===== src/rtl/song_sequencer.sv =====
// Song sequencer: walks one song of an external synchronous note ROM and hands
// {note, duration} pairs to the note player using a new_note/note_done handshake.
module song_sequencer #(
  parameter int SONG_W     = 2,
  parameter int NOTE_IDX_W = 5,
  parameter int NOTE_W     = 6,
  parameter int DUR_W      = 6
) (
  input  logic                         clk,
  input  logic                         reset_n,
  input  logic                         play,
  input  logic [SONG_W-1:0]            song,
  input  logic                         loop_en,
  input  logic                         next,
  input  logic                         note_done,
  output logic [SONG_W+NOTE_IDX_W-1:0] rom_addr,
  input  logic [NOTE_W+DUR_W-1:0]      rom_data,
  output logic [NOTE_W-1:0]            note,
  output logic [DUR_W-1:0]             duration,
  output logic                         new_note,
  output logic                         song_done,
  output logic                         busy
);

  typedef enum logic [1:0] {IDLE, FETCH, LOAD, WAIT_DONE} state_t;

  state_t                state, state_next;
  logic [NOTE_IDX_W-1:0] note_idx, idx_next;
  logic [SONG_W-1:0]     song_latched, latched_next;
  logic                  load_note;
  logic                  done_pulse;
  logic                  end_of_song;
  logic [NOTE_W-1:0]     rom_note;
  logic [DUR_W-1:0]      rom_dur;

  assign rom_note = rom_data[NOTE_W+DUR_W-1:DUR_W];
  assign rom_dur  = rom_data[DUR_W-1:0];
  assign busy     = (state != IDLE);

  // A zero duration is the end-of-song marker and is never passed to the player;
  // running off the last ROM slot ends the song the same way.
  always_comb begin
    state_next   = state;
    idx_next     = note_idx;
    latched_next = song_latched;
    load_note    = 1'b0;
    done_pulse   = 1'b0;
    end_of_song  = 1'b0;
    case (state)
      IDLE: begin
        if (play) begin
          latched_next = song;
          idx_next     = '0;
          state_next   = FETCH;
        end
      end
      FETCH: begin
        if (play) state_next = LOAD;
      end
      LOAD: begin
        if (play) begin
          if (rom_dur != '0) begin
            load_note  = 1'b1;
            state_next = WAIT_DONE;
          end else begin
            end_of_song = 1'b1;
          end
        end
      end
      WAIT_DONE: begin
        if (play && (note_done || next)) begin
          if (&note_idx) begin
            end_of_song = 1'b1;
          end else begin
            idx_next   = note_idx + NOTE_IDX_W'(1);
            state_next = FETCH;
          end
        end
      end
      default: state_next = IDLE;
    endcase
    if (end_of_song) begin
      if (loop_en) begin
        idx_next   = '0;
        state_next = FETCH;
      end else begin
        done_pulse = 1'b1;
        state_next = IDLE;
      end
    end
  end

  // The ROM address only moves on entry to FETCH, so a paused LOAD re-reads the same entry.
  always_ff @(posedge clk or negedge reset_n) begin
    if (!reset_n) begin
      state        <= IDLE;
      note_idx     <= '0;
      song_latched <= '0;
      rom_addr     <= '0;
      note         <= '0;
      duration     <= '0;
      new_note     <= 1'b0;
      song_done    <= 1'b0;
    end else begin
      state        <= state_next;
      note_idx     <= idx_next;
      song_latched <= latched_next;
      new_note     <= load_note;
      song_done    <= done_pulse;
      if (state_next == FETCH && state != FETCH) begin
        rom_addr <= {latched_next, idx_next};
      end
      if (load_note) begin
        note     <= rom_note;
        duration <= rom_dur;
      end
    end
  end

endmodule


===== config.mk =====
export PLATFORM = sky130hd
export DESIGN_NAME = song_sequencer
export DESIGN_NICKNAME = d
export VERILOG_FILES = /design/src/rtl/song_sequencer.sv
export SDC_FILE = /design/constraint.sdc
export NUM_CORES = 1
export LEC_CHECK = 0
export CORE_MARGIN = 2
export CORE_UTILIZATION = 35
export DETAILED_ROUTE_END_ITERATION = 12
export PLACE_DENSITY_LB_ADDON = 0.12
export RECOVER_POWER = 25
export SLEW_MARGIN = 40
export SYNTH_ARGS = -nofsm -noshare
export SYNTH_HDL_FRONTEND = slang
export SYNTH_SLANG_ARGS = --single-unit

===== constraint.sdc =====
create_clock -name clk -period 2.3 [get_ports clk]
set_input_delay 0.46 -clock clk [delete_from_list [all_inputs] [get_ports clk]]
set_output_delay 0.46 -clock clk [all_outputs]
set_load 0.1 [all_outputs]

==> metrics.md <==
| Metric | Value |
|---|---|
| Status | finished, final reports clean |
| Netlist Area Pre-Place | 0.00151 mm2 |
| First drt pass iteration count | 4 |
| TritonCTS clock tree | built |
| FMAX | 471 MHz |
| Post-route clock period utilization | 0.922 |
| Die width | 69.7 um |
| Worst Hold Launch | song_latched[0] |
| Iteration-0 DRC Markers | 51 |
| FF-to-FF setup slack | 180 ps |
| Worst r2r src | state[1] |
| Clk sinks | 30 |
| Final Max Slew Viols | 0 |
| GRT busiest layer | met2 |
| Syn Inst Count | 114 |
| WL/cell | 14.2 um |
| IO Port Bufs | 41 |
| Worst hold margin | 495 ps |
| Count of maximum capacitance violations | 0 |
| Routing usage on met2 | 0.207 |
| Core area | 0.00409 mm2 |
| CTS root buf | clkbuf_8 |
| Routed vias/inst | 4.92 |
| # H-tree levels | 2 |
| Clk_lat worst skew | 280 ps |
| # IOs | 42 |
| Initial antenna violation count | 0 |
| Drt total wl | 3170 um |
| Clock slew at reported path FFs | 60 ps |
| Clock buffer depth | 2 |
| Top-count cell post-synth | dfrtp_1 |
| Starting Density | 0.370 |
| Grt met3 use | 0.0509 |
| Ranking of synthesized cells by area | dfrtp_1 (50%), mux2_4 (8.9%), ha_1 (5.0%), mux2_2 (4.5%), a22o_1 (4.1%) |
| Ant diodes | 0 |
| Syn_nets | 140 |
| Post-synthesis simple-gate area fraction | 0.0968 |
| Post-Route Skew | 2.54 ps |
| Largest area contributor in the netlist | dfrtp_1 |
| Top FF cell, synth | dfrtp_1 |
| Adder-Cell Fraction of Synth Area | 0.0496 |
| Synth-to-layout area growth | 42.3% |
| Vias in the first global route | 1096 |
| Crit end category | flop |
| Post-Syn Area per Cell | 13.3 um2 |
| Relative slew slack | 0.503 |
| Number of nets with antenna violations after routing | 0 |
| Unique masters post-synth | 38 |
| Total grt overflow | 0 |
| Pre-CTS WS | -119 ps |
| Synth async-reset ratio | 1.00 |
| First-pass GRT wire length | 5290 um |
| Area post-placement | 0.00204 mm2 |
| Crit-path max FO | 3 |
| Final setup fails | 0 |
| Register area share after synthesis | 0.496 |
| Final hold violation count | 0 |
| Kind of critical path | input port to flop |
| Number of synthesized flops with an enable pin | 0 |
| Residual DRC | 0 |
| Synth warn | 0 |
| Largest net degree at the start of global routing | 31 |
| GP Congestion | 0.757 |
| Hpwl dp | 2460 um |
| CP Launch Type | input port |
| Measured slew at the worst slew-check pin | 745 ps |
| Xor/xnor share of the synthesized area | 0 |
| Routed vias | 1103 |
| Min-delay worst type | flop to flop |
| List of most frequent post-synthesis cells | dfrtp_1 (30), mux2_4 (9), a22o_1 (7), inv_1 (7), o21ai_0 (7) |
| Crit path launch | rom_data[1] |
| CTS Hold Bufs | 0 |
| Flops & latches, synth | 30 |
| Dpl cells | 216 |
| Met1 Use GR | 0.182 |
| Largest family of logic cells by synthesized area | compound AO/OA/AOI/OAI gates |
| # rows | 23 |
| Final worst path period need | 2120 ps |
| Final worst slack | 179 ps |
| Die Area | 0.00486 mm2 |
| Area share of the largest cell type after synthesis | 0.496 |
| Tot GR Track Use | 0.138 |
| Post-synthesis compound-gate area fraction | 0.194 |
| Worst path required time | 2460 ps |
| Layout cells sized above 1 | 0.420 |
| CTS Buf Count | 5 |
| Die Ht | 69.7 um |
| Post-route cell area | 0.00215 mm2 |
| Multiplexer share of the synthesized area | 0.134 |
| RSZ-0062 raised after global routing | no |
| Post-route insts no fill | 224 |
| Crit path DAT | 2280 ps |
| Nets | 199 |
==> layout make-up <==
type	count	area, um2
inverter	7	30.0
multi-input combinational	75	737
timing repair buffer	54	463
clock buffer	8	110
sequential	30	751
fill	365	1930
tap	50	62.6
==> layout by cell type, fill, tap and decap left out, types with 2 or more instances in the layout <==
master,n
ha_1,4
dfrtp_1,30
clkdlybuf4s50_1,18
nand2_1,3
nand4_1,2
a21boi_1,2
o21ai_0,7
clkbuf_8,8
nor2_1,3
nand3_1,3
a21o_1,2
and2_1,3
buf_4,33
mux2_2,6
a22o_1,7
mux2_4,9
inv_1,6
==> logic make-up after synthesis <==
| kind of cell | Yosys count |
|---|---|
| AO/OA/AOI/OAI | 32 |
| adder cells (fa/ha/maj) | 6 |
| buffers and inverters | 9 |
| flip-flops | 30 |
| multiplexers | 15 |
| AND/OR/NAND/NOR | 22 |
==> critical path: stages <==
cell and delay, ps:
clkdlybuf4s50_1 420, or4_4 570, o22ai_4 200, nor4_2 110, a2bb2oi_4 200, mux2_4 310
==> final timing paths <==
kind,to,depth (start not counted)
min reg2reg,song_latched[0],1
max reg2reg,rom_addr[6],6
min,song_latched[0],1
max,rom_addr[6],6
max in group asynchronous,duration[4],2
min in group asynchronous,rom_addr[1],2
==> timing repair <==
action / CTS / global route
resized for setup: 0 / 1
buffers inserted: 0 / 0
endpoints found under the setup margin: 0 / 2
==> layer usage <==
metal	part of all wire	up-vias
li1	-	543
met3	0.057	7
met4	0.014	0
met2	0.47	31
met5	0	-
met1	0.46	522
==> flip-flops by register name, summed over array words and instances, names as in the netlist <==
signal and count:
note_idx 5, song_done 1, new_note 1, song_latched 2
rom_addr 7, state 2, duration 6, note 6
==> per-stage QoR <==
step                utilization  TNS [ps]
floorplan                     -         0
global placement          0.500      -736
detailed placement        0.500     -1050
CTS                       0.527         0
global route              0.527         0
finish                    0.527         0
Power is left out: the tool's default activity adds up to more than one toggle a clock period on the data nets, which glitch-free logic cannot reach.
